**config.mk**
```make
export PLATFORM = sky130hd
export DESIGN_NAME = uart_tx_ctrl
export DESIGN_NICKNAME = d
export VERILOG_FILES = /design/src/rtl/uart_tx_pkg.sv /design/src/rtl/uart_tx_serializer.sv /design/src/rtl/uart_tx_ctrl.sv
export SDC_FILE = /design/constraint.sdc
export NUM_CORES = 1
export LEC_CHECK = 0
export BUFFER_PORTS_ARGS = -buffer_cell sky130_fd_sc_hd__buf_2
export CORE_UTILIZATION = 30
export DETAILED_ROUTE_END_ITERATION = 6
export SLEW_MARGIN = 10
export SYNTH_ARGS = -nofsm -noshare
export SYNTH_HDL_FRONTEND = slang
export SYNTH_SLANG_ARGS = --single-unit
```
**constraint.sdc**
```tcl
create_clock -name CLK -period 1.9 [get_ports CLK]
set_input_delay 0.19 -clock CLK [delete_from_list [all_inputs] [get_ports CLK]]
set_output_delay 0.19 -clock CLK [all_outputs]
set_load 0.05 [all_outputs]
```
**src/rtl/uart_tx_pkg.sv**
```systemverilog
// Shared encodings and parameter legality helpers for the UART transmitter.
package uart_tx_pkg;

  // FSM state encoding
  localparam logic [2:0] ST_IDLE   = 3'd0;
  localparam logic [2:0] ST_START  = 3'd1;
  localparam logic [2:0] ST_DATA   = 3'd2;
  localparam logic [2:0] ST_PARITY = 3'd3;
  localparam logic [2:0] ST_STOP   = 3'd4;

  // Serial line levels
  localparam logic LINE_IDLE  = 1'b1;
  localparam logic LINE_START = 1'b0;
  localparam logic LINE_STOP  = 1'b1;

  localparam int unsigned DATA_WIDTH_MIN = 5;
  localparam int unsigned DATA_WIDTH_MAX = 9;

  function automatic bit data_width_ok(input int unsigned w);
    return (w >= DATA_WIDTH_MIN) && (w <= DATA_WIDTH_MAX);
  endfunction

  function automatic bit stop_bits_ok(input int unsigned s);
    return (s == 1) || (s == 2);
  endfunction

endpackage

```
**src/rtl/uart_tx_serializer.sv**
```systemverilog
// Payload shift register, data-bit counter and parity XOR for one frame.
module uart_tx_serializer
  import uart_tx_pkg::*;
#(
  parameter int unsigned DATA_WIDTH = 8
) (
  input  logic                  i_clk,
  input  logic                  i_rst,
  input  logic                  i_load,
  input  logic [DATA_WIDTH-1:0] i_data,
  input  logic                  i_enter,
  input  logic                  i_shift,
  output logic                  o_bit,
  output logic                  o_done,
  output logic                  o_xor
);

  localparam int unsigned CNT_W = $clog2(DATA_WIDTH);

  logic [DATA_WIDTH-1:0] r_shreg;
  logic [CNT_W-1:0]      r_cnt;
  logic                  r_xor;

  // Capture payload on load; shift out LSB-first, counter restarts on DATA entry
  always_ff @(posedge i_clk) begin
    if (i_rst) begin
      r_shreg <= '0;
      r_cnt   <= '0;
      r_xor   <= 1'b0;
    end else if (i_load) begin
      r_shreg <= i_data;
      r_xor   <= ^i_data;
    end else if (i_enter || i_shift) begin
      r_shreg <= r_shreg >> 1;
      r_cnt   <= i_enter ? '0 : r_cnt + 1'b1;
    end
  end

  assign o_bit  = r_shreg[0];
  assign o_done = (r_cnt == CNT_W'(DATA_WIDTH - 1));
  assign o_xor  = r_xor;

endmodule

```
**src/rtl/uart_tx_ctrl.sv**
```systemverilog
// UART transmit controller: frame FSM with fully registered line and handshake outputs.
module uart_tx_ctrl
  import uart_tx_pkg::*;
#(
  parameter int unsigned DATA_WIDTH = 8,
  parameter int unsigned STOP_BITS  = 1
) (
  input  logic                  CLK,
  input  logic                  RST,
  input  logic [DATA_WIDTH-1:0] P_DATA,
  input  logic                  data_valid,
  input  logic                  par_en,
  input  logic                  par_typ,
  output logic                  data_ready,
  output logic                  TX_OUT,
  output logic                  busy,
  output logic                  frame_done
);

  if (!data_width_ok(DATA_WIDTH)) begin : g_bad_width
    $error("uart_tx_ctrl: DATA_WIDTH must be in 5..9");
  end
  if (!stop_bits_ok(STOP_BITS)) begin : g_bad_stop
    $error("uart_tx_ctrl: STOP_BITS must be 1 or 2");
  end

  localparam logic [0:0] STOP_LAST = 1'(STOP_BITS - 1);

  logic [2:0] r_state;
  logic [0:0] r_stop_cnt;
  logic       r_par_en;
  logic       r_par_typ;
  logic       r_tx;
  logic       r_busy;
  logic       r_ready;
  logic       r_done;

  logic [2:0] w_state_n;
  logic [0:0] w_stop_n;
  logic       w_tx_n;
  logic       w_accept;
  logic       w_load;
  logic       w_enter;
  logic       w_shift;
  logic       w_last_stop_n;
  logic       w_bit;
  logic       w_done;
  logic       w_xor;

  uart_tx_serializer #(
    .DATA_WIDTH (DATA_WIDTH)
  ) u_ser (
    .i_clk   (CLK),
    .i_rst   (RST),
    .i_load  (w_load),
    .i_data  (P_DATA),
    .i_enter (w_enter),
    .i_shift (w_shift),
    .o_bit   (w_bit),
    .o_done  (w_done),
    .o_xor   (w_xor)
  );

  // Next state and next line level; outputs are registered from the next state,
  // so the line always shows the bit belonging to the state being occupied.
  always_comb begin
    w_accept  = data_valid & r_ready;
    w_state_n = r_state;
    w_stop_n  = r_stop_cnt;
    w_tx_n    = LINE_IDLE;
    w_load    = 1'b0;
    w_enter   = 1'b0;
    w_shift   = 1'b0;
    case (r_state)
      ST_IDLE: begin
        if (w_accept) begin
          w_state_n = ST_START;
          w_load    = 1'b1;
          w_tx_n    = LINE_START;
        end
      end
      ST_START: begin
        w_state_n = ST_DATA;
        w_enter   = 1'b1;
        w_tx_n    = w_bit;
      end
      ST_DATA: begin
        if (!w_done) begin
          w_shift = 1'b1;
          w_tx_n  = w_bit;
        end else if (r_par_en) begin
          w_state_n = ST_PARITY;
          w_tx_n    = w_xor ^ r_par_typ;
        end else begin
          w_state_n = ST_STOP;
          w_stop_n  = '0;
          w_tx_n    = LINE_STOP;
        end
      end
      ST_PARITY: begin
        w_state_n = ST_STOP;
        w_stop_n  = '0;
        w_tx_n    = LINE_STOP;
      end
      ST_STOP: begin
        if (r_stop_cnt == STOP_LAST) begin
          if (w_accept) begin
            w_state_n = ST_START;
            w_load    = 1'b1;
            w_tx_n    = LINE_START;
          end else begin
            w_state_n = ST_IDLE;
          end
        end else begin
          w_stop_n = r_stop_cnt + 1'b1;
          w_tx_n   = LINE_STOP;
        end
      end
      default: w_state_n = ST_IDLE;
    endcase
    w_last_stop_n = (w_state_n == ST_STOP) && (w_stop_n == STOP_LAST);
  end

  // State, captured frame options and registered outputs
  always_ff @(posedge CLK) begin
    if (RST) begin
      r_state    <= ST_IDLE;
      r_stop_cnt <= '0;
      r_par_en   <= 1'b0;
      r_par_typ  <= 1'b0;
      r_tx       <= LINE_IDLE;
      r_busy     <= 1'b0;
      r_ready    <= 1'b1;
      r_done     <= 1'b0;
    end else begin
      r_state    <= w_state_n;
      r_stop_cnt <= w_stop_n;
      r_tx       <= w_tx_n;
      r_busy     <= (w_state_n != ST_IDLE);
      r_ready    <= (w_state_n == ST_IDLE) || w_last_stop_n;
      r_done     <= w_last_stop_n;
      if (w_load) begin
        r_par_en  <= par_en;
        r_par_typ <= par_typ;
      end
    end
  end

  assign data_ready = r_ready;
  assign TX_OUT     = r_tx;
  assign busy       = r_busy;
  assign frame_done = r_done;

endmodule
```
# [Word-level counts from Yosys, hierarchy flattened]
# Cells that the tools add are included.
[word_totals] elab_cells=56 register_bits=22
[op_classes] bitwise_logic=4 n_mux=24 reduce_logical=9 n_eq_ne=6 addsub=2
[ops] cell="$mux 8" count=2
[ops] cell="$mux 3" count=5
[ops] cell="$pmux 3 s5" count=1
[ops] cell="$mux 1" count=13
[ops] cell="$eq 3x3->1 const B" count=3
[ops] cell="$reduce_xor 8->1" count=1
[ops] cell="$eq 3x2->1 const B" count=2
[ops] cell="$logic_not 3->1" count=2
[ops] cell="$pmux 1 s4" count=1
[ops] cell="$add 3x1->3 const B" count=1
[ops] cell="$eq 3x1->1 const B" count=1
[ops] cell="$pmux 1 s3" count=1
[ops] cell="$reduce_bool 3->1" count=1
[ops] cell="$logic_or 1x1->1" count=2
[ops] cell="$not 1->1" count=2
[ops] cell="$pmux 1 s2" count=1
[ops] cell="$reduce_and 2->1" count=1
[ops] cell="$reduce_bool 2->1" count=1
[ops] cell="$add 1x1->1 const B" count=1
[ops] cell="$and 1x1->1" count=1
[ops] cell="$logic_and 1x1->1" count=1
[ops] cell="$xor 1x1->1" count=1

# [Depth between registers and ports, before layout]
# Gate-level depths: netlist of run 1.
[logic_depth] ltp_word=7 mapped_depth=7 mapped_depth_nobuf=6

# [Cells and area by module]
# Synthesis of run 1 repeated with hierarchy kept, for this count alone.
[hier_totals] hier_cells=111 area_unflattened_um2=1083.5
[by_module_without_submodules] mod="uart_tx_serializer" instances=1 cells_each=58 area_each_um2=601.8 seq_area_each_um2=240.2
[by_module_without_submodules] mod="uart_tx_ctrl" instances=1 cells_each=53 area_each_um2=481.7 seq_area_each_um2=200.2

# [Worst setup path before layout of run 1]
# No wires, ideal clock.
[synth_path] path_kind="register -> register" startpoint="register u_ser.r_cnt[0]" endpoint="register u_ser.r_cnt[2]" synth_period_minus_slack_ps=1760 t_arrival_ps=1633 slack_ps=140 t_required_ps=1772 path_stages_with_launch=8 cell_sequence="dfxtp_1 -> ha_1 -> ha_1 -> or3b_4 -> a21o_1 -> buf_6 -> a22oi_2 -> nor2_1"
[synth_between] elab_chain_cells=5 elab_cells_between_ends=7 classes_between="add/sub: 1; eq/ne: 1; mux: 3; reduce/logical: 2"
[synth_rtl] item="from (decl)" line="uart_tx_serializer.sv:21" source="logic [CNT_W-1:0] r_cnt;"
[synth_rtl] item="from (signal assigned)" line="uart_tx_serializer.sv:35" source="r_cnt <= i_enter ? '0 : r_cnt + 1'b1;"
[synth_rtl] item="$eq 3x3->1" line="uart_tx_serializer.sv:40" source="assign o_done = (r_cnt == CNT_W'(DATA_WIDTH - 1));"
[synth_rtl] item="$mux 1" line="uart_tx_ctrl.sv:88" source="if (!w_done) begin"
[synth_rtl] item="$mux 1" line="uart_tx_ctrl.sv:74" source="case (r_state)"
[synth_rtl] item="$logic_or 1x1->1" line="uart_tx_serializer.sv:33" source="end else if (i_enter || i_shift) begin"
[synth_rtl] item="$reduce_and 2->1 (no line)"
# Parallel ways exist; a longest one is shown, timed or not.
# A chain may end at the register's enable or synchronous reset.

# [Final worst setup path of run 1]
[layout_path] startpoint="register u_ser.r_cnt[0]" endpoint="register u_ser.r_cnt[1]"
# The elaborated chain is that of the path after synthesis.

==> out/results.tsv, run 1 <==
metric	value	unit
H-Tree Level Count	1	
# DRC	0	
setup bufs post-CTS	0	
top post-synthesis cells by area	dfxtp_1, xnor2_1, a22oi_1, a21oi_1, nand3_1	
RSZ-0062 raised after global routing	false	
Crit Path Class	reg -> reg	
Area Growth Syn to Fin	16.10	%
Final min period	1.787	ns
Worst EP required	2.11	ns
CTS max path bufs	2	
TritonCTS clock tree	built	
status	completed	
Worst VDD drop	0.0002962	V
Die Ht	60.70	um
pwr dens	943.6	nW/um2
placed insts	172	
Overall Global Routing Usage	12.05	%
Clk pwr share	31.8	%
Worst Path Max Fanout	11	
Yosys cell types	28	
power consumption	1.132	mW
Initial Util	32.78	%
Vias	871	
R2R depth	6	
antenna fix cells	0	
Cell Area, Synth	1033	um2
top_reg_cell synth	dfxtp_1	
via/cell ratio	4.949	
Initial DRC Count	25	
Mapped Cells	116	
Final period util	94.05	%
# port buffers	16	
core box area	3153	um2
post-DP HPWL	1424	um
ANT nets after route	0	
Hold Vio Cnt, Final	0	
Congestion Overflow GR	0	
sequential share of power	46.6	%
P_sw	318.6	uW
Max Cap Viol	0	
Hold WS	0.09317	ns
number of enable flip-flop cells after synthesis	0	
HP Start	par_typ	
Worst Setup End Kind	flip-flop	
Place WS	0.07115	ns
Max Fclk	559.6	MHz
worst skew pair latency	0.31	ns
final std cells w/o fill	176	
Worst Skew	0.008790	ns
clk root buf	clkbuf_4	
synth cell count leaders	dfxtp_1, nand2_1, nor2_1, a21oi_1, nand3_1	
fin worst setup slack	0.1131	ns
first-pass GRT wire length	3249	um
fraction of the yosys area taken by sequential cells	42.62	%
drt wl/cell	11.22	um
# fillers	334	
Worst EP arrival	2.00	ns
Pre-antenna DRT Iters	4	
Total Die Area	3684	um2
fin area	1200	um2
clk slew on worst S/H paths	0.13	ns
ratio of cells with drive above 1 in the final layout	20.45	%
Slew @ Worst Pin	0.4098	ns
Switching Fraction	28.14	%
#FFs+latches synth	22	
Synth Area per Inst	8.909	um2
fin. max-slew vios	0	
R2R Path End	u_ser.r_cnt[1]	
antenna violations before repair	0	
placed inst area	1146	um2
hold depth	3	
final wirelength	1975	um
die width	60.70	um
final core occ	38.06	%
count leader, synth	dfxtp_1	
Yosys top cell area share	42.62	%
cell-internal power	813.7	uW
row cnt	20	
area leader, netlist	dfxtp_1	
Slew headroom	72.68	%
setup tns final	0	ns
fin nets	148	
Comb power frac	21.6	%
Critical R2R Launch	u_ser.r_cnt[0]	
gpl congestion	0.7205	
# IOs	17	
Inserted Clock Buffers	3	
syn nets	131	
Lkg Pwr	0.4538	nW
Min-Delay Endpoint	r_par_typ	
yosys warns	0	
CP Launch Type	flip-flop	
pin count of the biggest net entering global routing	23	
Async SR Flop Fraction	0	%
number of global-route vias before repair	771	
flop2flop setup slack	0.11	ns
Hold WC Path Type	in -> reg	
# clock sinks	22	
final setup violation count	0	
==> power by group through the flow <==
stage	sequential, mW	clock, mW	combinational (mW)
detailed placement	0.538	0	0.245
floorplan	0.561	0	0.174
finish	0.528	0.360	0.244
global route	0.533	0.391	0.271
global placement	0.537	0	0.243
CTS	0.527	0.367	0.246
==> critical path, stage by stage, from the launching register on <==
cell and delay [ns]:
dfxtp_1 0.35, ha_1 0.20, ha_1 0.19, or3b_4 0.40, a21o_2 0.31, a22oi_1 0.20
nor2_1 0.05
==> placed cells by master, fill, tap and decap left out, drive strengths merged <==
master,n
a31oi,1
xnor2,8
buf,19
and4bb,1
a41oi,1
o32ai,1
nor4b,2
bufinv,1
and2,1
nand3,10
a21o,2
a2bb2oi,1
mux2i,1
nor2b,1
nor2,12
nor3b,1
ha,2
or3b,1
a211oi,1
a22oi,10
o21ai,2
a21oi,12
clkbuf,3
nand2b,4
dfxtp,22
nand2,12
==> worst max path at each step <==
| stage | slack [ns] | depth (start not counted) | startpoint | to |
|---|---|---|---|---|
| 6_report | 0.11 | 6 | u_ser.r_cnt[0] | u_ser.r_cnt[1] |
| 5_1_grt | 0.02 | 6 | u_ser.r_cnt[0] | u_ser.r_cnt[1] |
| 3_3_place_gp | 0.12 | 6 | u_ser.r_cnt[0] | u_ser.r_cnt[1] |
| 3_5_place_dp | 0.07 | 6 | u_ser.r_cnt[0] | u_ser.r_cnt[1] |
| 4_1_cts | 0.06 | 6 | u_ser.r_cnt[0] | u_ser.r_cnt[1] |
| 2_1_floorplan | 0.14 | 7 | u_ser.r_cnt[0] | u_ser.r_cnt[2] |
==> cell families after synthesis <==
kind of cell             share of synthesized area (%)
AO/OA/AOI/OAI                                    20.94
buffers and inverters                            4.358
XOR/XNOR                                         6.780
multiplexers                                    0.9686
adder cells (fa/ha/maj)                          2.421
flip-flops                                       42.61
AND/OR/NAND/NOR                                  21.91
==> flip-flops by register name, summed over array words and instances (netlist names) <==
name           count
r_state            3
busy               1
u_ser.o_xor        1
r_par_en           1
data_ready         1
u_ser.r_shreg      8
r_stop_cnt         1
frame_done         1
u_ser.r_cnt        3
TX_OUT             1
r_par_typ          1
==> cell type report <==
class / count / area (um2) / area share, %
clock buffers: 3 / 22.52 / 1.877
clock inverters: 1 / 30.03 / 2.503
multi-input cells: 87 / 549.3 / 45.78
flip-flops and latches: 22 / 440.4 / 36.70
well taps: 44 / 55.05 / 4.588
repair buffers: 19 / 102.6 / 8.551
==> repair_timing <==
action,CTS,global route
resized for setup,0,1
endpoints found under the setup margin,0,3
hold buffers,0,0
hold endpoints to repair,0,0
==> per-layer routing <==
metal,part of all wire [%],track usage [%],vias to the layer above
met5,0,0,-
met4,3.4,7.792,0
met3,4.3,2.559,9
met2,46,18.84,33
met1,46,15.03,387
li1,-,-,442
Note: power is estimated with default switching activity, not from simulation.
==> run 2: changes to the inputs <==
==> constraint.sdc (replaced) <==
create_clock -name CLK -period 1.6 [get_ports CLK]
set_input_delay 0.16 -clock CLK [delete_from_list [all_inputs] [get_ports CLK]]
set_output_delay 0.16 -clock CLK [all_outputs]
set_load 0.05 [all_outputs]
==> run 2 against run 1 <==
The flow now finishes with violations (setup timing). Critical path type unchanged. Non-clock buffer count is 4 higher. Largest power group unchanged. Combinational power is 40% higher. Die area stayed put.
==> out/results.tsv, run 2 (synthesis gave the netlist of run 1 again) <==
metric	value	unit	change
status	finished, violations left		
violated checks	setup timing		
Initial Util	32.78	%	unchanged
met3 GRT Util	2.559	%	unchanged
Lkg Pwr	0.4726	nW	+4.2%
R2R Path End	TX_OUT		
ratio of cells with drive above 1 in the final layout	28.47	%	+8.0 points
clk slew on worst S/H paths	0.12	ns	about the same
pwr dens	994.2	nW/um2	+5.4%
CTS max path bufs	2		unchanged
Crit Path Class	reg -> reg		
max FFs per register	8		unchanged
# fillers	341		+2.1%
final wirelength	2203	um	+12%
Vias	876		+0.57%
drt wl/cell	12.17	um	+8.5%
Die Ht	60.70	um	unchanged
Initial DRC Count	19		-24%
H-Tree Level Count	1		unchanged
Worst EP required	1.85	ns	-0.26 ns
Worst EP arrival	1.91	ns	-0.09 ns
commonest non-fill, non-tap cell in the layout	dfxtp_1		
row cnt	20		unchanged
critical path's largest stage delay	0.40	ns	about the same
Place WS	-0.1515	ns	-0.2227 ns
die width	60.70	um	unchanged
worst skew pair latency	0.30	ns	about the same
met2 usage	21.66	%	+2.8 points
most frequent cells in the layout	dfxtp_1, buf_2, nor2_1, nand2_1, a21oi_1		
Total Die Area	3684	um2	unchanged
fin worst setup slack	-0.05483	ns	-0.1679 ns
fin. max-slew vios	0		unchanged
busiest grt layer	met2		
fin nets	153		+3.4%
first-pass GRT wire length	3463	um	+6.6%
Worst Setup End Kind	flip-flop		
Hold Vio Cnt, Final	0		unchanged
power consumption	1.278	mW	+13%
Worst VDD drop	0.0003299	V	+11%
Hold WS	0.07763	ns	-0.01554 ns
TritonCTS clock tree	built		
ANT nets after route	0		unchanged
Reg with most FFs	u_ser.r_shreg		
core box area	3153	um2	unchanged
CP Launch Type	flip-flop		
# clock sinks	22		unchanged
# IOs	17		unchanged
Congestion Overflow GR	0		unchanged
Final period util	103.4	%	+9.4 points
flop2flop setup slack	-0.05	ns	-0.17 ns
antenna violations before repair	0		unchanged
met1 GRT Util	15.75	%	+0.72 points
Area Growth Syn to Fin	24.33	%	
RSZ-0062 raised after global routing	true		
Worst Skew	0.001436	ns	-0.007354 ns
Slew @ Worst Pin	0.5652	ns	+0.1554 ns
final setup violation count	12		+12
Critical path origin	u_ser.r_cnt[1]		
pin count of the biggest net entering global routing	23		unchanged
Hold WC Path Type	in -> reg		
# DRC	0		unchanged
gpl congestion	0.7131		-1.0%
Worst Path Max Fanout	8		-3
via/cell ratio	4.840		-2.2%
slowest stage cell, crit path	or3b_4		
critical path depth in cells	7		+1
hold bufs inserted after CTS	0		unchanged
WP buf/inv	1		+1
most used cell, CP	ha_4		
R2R depth	7		+1
antenna fix cells	0		unchanged
Critical R2R Launch	u_ser.r_cnt[1]		
Max Cap Viol	0		unchanged
number of global-route vias before repair	799		+3.6%
Slew headroom	62.24	%	-10 points
Max Fclk	604.3	MHz	+8.0%
crit-path leading delay family	simple AND/OR/NAND/NOR gates		
Inserted Clock Buffers	3		unchanged
Final min period	1.655	ns	-0.1321 ns
worst-path cell chain	ha_4, ha_4, or3b_4, a21oi_4, buf_4, nand2_1, nand3_1		
# port buffers	16		unchanged
Pre-antenna DRT Iters	4		unchanged
crit path to	TX_OUT		
largest registers	u_ser.r_shreg (8), r_state (3), u_ser.r_cnt (3)		
clk root buf	clkbuf_4		
Overall Global Routing Usage	13.09	%	+1.0 points
run 2: cell count changes in the layout (fill, tap and decap cells not counted), moves of 2 or more:
cell / previous run / this run
buf_4: 3 / 6
a22oi_1: 9 / 7
a22oi_2: 1 / 3
dfxtp_1: 22 / 20
dfxtp_2: 0 / 2
ha_1: 2 / 0
ha_4: 0 / 2
run 2: power by group:
group,switching [mW],internal (mW),total [mW]
Combinational,0.190,0.151,0.341
Clock,0.170,0.139,0.308
Sequential,0.0328,0.595,0.628
Total,0.392,0.885,1.28
run 2: repair_timing:
item,CTS,global route
hold endpoints to repair,0,0
resized for setup,4,1
buffers inserted,0,1
pin swaps,18,0
gates cloned,1,0
endpoints found under the setup margin,12,14
run 2: routing by layer:
metal  up-vias  routed length, um
li1        453                  -
met1       412               1028
met2         9               1112
met3         2                 28
met4         0                 34
met5         -                  0
run 2: worst min-delay path by stage:
stage / start / endpoint / slack, ns / depth (start not counted)
2_1_floorplan: RST / r_stop_cnt / 0.24 / 1
4_1_cts: par_typ / r_par_typ / 0.07 / 3
5_1_grt: par_typ / r_par_typ / 0.07 / 3
6_report: par_typ / r_par_typ / 0.08 / 3
3_5_place_dp: par_typ / r_par_typ / 0.41 / 3
3_3_place_gp: par_typ / r_par_typ / 0.41 / 3
run 2: stage by stage:
stage | utilization, % | area, um2 | setup TNS [ns] | instances
floorplan | - | 1061 | -0.1223 | 116
global placement | 38.33 | 1209 | -0.5673 | 175
CTS | 40.36 | 1272 | -0.2688 | 180
finish | 40.75 | 1285 | -0.3589 | 181
detailed placement | 38.33 | 1209 | -0.9153 | 175
global route | 40.75 | 1285 | -1.231 | 181
run 2: cell type report:
class | instances | area, um2 | area share, %
Timing Repair Buffer | 23 | 145.1 | 11.30
Multi-Input combinational cell | 88 | 605.6 | 47.13
Sequential cell | 22 | 442.9 | 34.47
Tap cell | 44 | 55.05 | 4.284
Clock buffer | 4 | 36.28 | 2.824
run 2: worst register-to-register path, stage by stage, from the launching register on:
cell     delay, ns
dfxtp_2       0.36
ha_4          0.16
ha_4          0.15
or3b_4        0.40
a21oi_4       0.26
buf_4         0.16
nand2_1       0.04
nand3_1       0.07
==> run 3: changes to the inputs <==
--- a/config.mk
+++ b/config.mk
@@ -8,6 +8,8 @@
 export BUFFER_PORTS_ARGS = -buffer_cell sky130_fd_sc_hd__buf_2
 export CORE_UTILIZATION = 30
 export DETAILED_ROUTE_END_ITERATION = 6
+export MAX_ROUTING_LAYER = met4
+export SETUP_SLACK_MARGIN = 0.3
 export SLEW_MARGIN = 10
 export SYNTH_ARGS = -nofsm -noshare
 export SYNTH_HDL_FRONTEND = slang
==> run 3 against run 2 <==
Register-to-register slack about the same. Clock skew is 0.0022 ns higher. The run still ends with setup timing left. Non-clock buffer count is 4 higher. Combinational power grew 11%. Sequential power rose by 0.6%. First-iteration DRC count rose by 84%. Highest routed layer unchanged. Via count grew 7.5%. Total power rose by 8.2%. Global-route usage increased by 0.86 points. Sequential cell count unchanged. Die area did not move. Worst setup slack got worse by 0.011 ns. Largest cell class unchanged.
==> out/results.tsv, run 3 (synthesis gave the netlist of run 1 again) <==
metric	value	unit	change
Comb power frac	27.5	%	+0.8 points
Worst Setup End Kind	flip-flop		
Switching Fraction	30.45	%	-0.27 points
Congestion Overflow GR	0		unchanged
clk root buf	clkbuf_4		
Vias	942		+7.5%
H-Tree Level Count	1		unchanged
Crit Path Class	reg -> reg		
Worst Path Max Fanout	6		-2
Total Die Area	3684	um2	unchanged
final wirelength	2273	um	+3.2%
status	finished, violations left		
number of global-route vias before repair	862		+7.9%
most used cell, CP	ha_4		
CP Launch Type	flip-flop		
Worst VDD drop	0.0003208	V	-2.8%
clk slew on worst S/H paths	0.13	ns	about the same
Die Ht	60.70	um	unchanged
Slew headroom	73.62	%	+11 points
Lkg Pwr	0.5142	nW	+8.8%
Initial Util	32.78	%	unchanged
core box area	3153	um2	unchanged
critical path's largest stage delay	0.43	ns	+0.03 ns
# fillers	315		-7.6%
fin nets	158		+3.3%
Hold WC Path Type	in -> reg		
Pre-antenna DRT Iters	4		unchanged
Reg with most FFs	u_ser.r_shreg		
Overall Global Routing Usage	13.95	%	+0.86 points
Worst Skew	0.003606	ns	+0.002170 ns
# DRC	0		unchanged
drt wl/cell	12.22	um	+0.40%
RSZ-0062 raised after global routing	true		
fin worst setup slack	-0.06551	ns	-0.01068 ns
fin. max-slew vios	0		unchanged
Inserted Clock Buffers	3		unchanged
final setup violation count	10		-2
slowest stage cell, crit path	or3b_4		
Initial DRC Count	35		+16
Final min period	1.666	ns	+0.01068 ns
pwr dens	978.1	nW/um2	-1.6%
Worst EP required	1.81	ns	-0.04 ns
most frequent cells in the layout	dfxtp_1, buf_2, nor2_1, nand2_1, a21oi_1		
antenna fix cells	0		unchanged
cell-internal power	961.0	uW	+8.6%
first-pass GRT wire length	3663	um	+5.8%
antenna violations before repair	0		unchanged
ANT nets after route	0		unchanged
Max Cap Viol	0		unchanged
violated checks	setup timing		
fin area	1413	um2	+9.9%
row cnt	20		unchanged
via/cell ratio	5.065		+4.6%
# IOs	17		unchanged
Slew @ Worst Pin	0.3957	ns	-0.1695 ns
Area Growth Syn to Fin	36.68	%	
sequential share of power	45.8	%	-3.4 points
largest registers	u_ser.r_shreg (8), r_state (3), u_ser.r_cnt (3)		
Max Fclk	600.4	MHz	-0.64%
# clock sinks	22		unchanged
worst skew pair latency	0.32	ns	+0.02 ns
ratio of cells with drive above 1 in the final layout	42.96	%	+14 points
TritonCTS clock tree	built		
# port buffers	16		unchanged
Hold Vio Cnt, Final	0		unchanged
CTS max path bufs	2		unchanged
Clk pwr share	26.8	%	+2.7 points
max FFs per register	8		unchanged
P_sw	420.7	uW	+7.2%
hold bufs inserted after CTS	0		unchanged
pin count of the biggest net entering global routing	23		unchanged
gpl congestion	0.7971		+12%
Final period util	104.1	%	+0.67 points
post-DP HPWL	1513	um	
Worst EP arrival	1.87	ns	-0.04 ns
Hold WS	0.06084	ns	-0.01678 ns
commonest non-fill, non-tap cell in the layout	dfxtp_1		
worst-path cell chain	ha_4, ha_4, or3b_4, a21o_4, a22oi_2, nor2_1		
placed inst area	1206	um2	-0.21%
die width	60.70	um	unchanged
run 3: changes by cell type in the layout (fill, tap and decap cells not counted), moves of 2 or more:
cell	before	now
buf_4	6	9
nand3_2	0	2
dfxtp_4	0	2
a22oi_2	3	9
o21ai_0	2	0
dfxtp_1	20	18
nand3_1	10	8
a22oi_1	7	1
o21ai_2	0	2
run 3: repair_timing:
action                                  CTS  global route
gates cloned                              1             1
setup buffers                             2             3
endpoints found under the setup margin   22            22
pin swaps                                21            16
resized for setup                        16            11
run 3: layer usage:
layer	up-vias	wire [um]	global-route usage, %
li1	469	-	-
met1	447	995	16.21
met2	21	1154	22.92
met3	5	66	1.279
met4	0	56	9.091
met5	-	0	-
run 3: final timing paths:
| check | slack [ns] | endpoint | startpoint | cells past startpoint |
|---|---|---|---|---|
| worst max-delay path | -0.07 | u_ser.r_cnt[1] | u_ser.r_cnt[0] | 6 |
| worst min-delay path | 0.06 | r_par_typ | par_typ | 3 |
| worst max register to register | -0.07 | u_ser.r_cnt[1] | u_ser.r_cnt[0] | 6 |
| worst min register to register | 0.48 | u_ser.r_shreg[5] | u_ser.r_shreg[5] | 2 |
run 3: cell type report:
| class | count | area [um2] | area share, % |
|---|---|---|---|
| clock buffers | 4 | 47.55 | 3.366 |
| multi-input cells | 89 | 680.7 | 48.18 |
| flip-flops and latches | 22 | 450.4 | 31.89 |
| well taps | 44 | 55.05 | 3.897 |
| repair buffers | 27 | 178.9 | 12.67 |
run 3: critical path, delay by kind of cell, from the launching register on:
family / cells / cell delay [ns]
DFF: 1 / 0.36
AOI/OAI and AO/OA: 2 / 0.40
adders and majority gates: 2 / 0.31
and+or+nand+nor: 2 / 0.49
run 3: power by group through the flow:
| stage | sequential [mW] | clock [mW] | combinational (mW) |
|---|---|---|---|
| global placement | 0.639 | 0 | 0.296 |
| global route | 0.638 | 0.408 | 0.412 |
| finish | 0.632 | 0.370 | 0.379 |
| CTS | 0.630 | 0.382 | 0.326 |
| floorplan | 0.669 | 0 | 0.210 |
| detailed placement | 0.639 | 0 | 0.301 |
run 3: metrics by stage:
step                utilization [%]  setup TNS, ns  total power [mW]  setup WS (ns)  std cells
finish                        44.80        -0.5311             1.382       -0.06551        186
global route                  44.80         -1.299             1.457        -0.1230        186
CTS                           42.06        -0.2598             1.338       -0.05311        182
detailed placement            38.25        -0.9350            0.9405        -0.1566        175
global placement              38.25        -0.5614            0.9350        -0.1130        175
floorplan                         -        -0.1003            0.8787       -0.05869        116
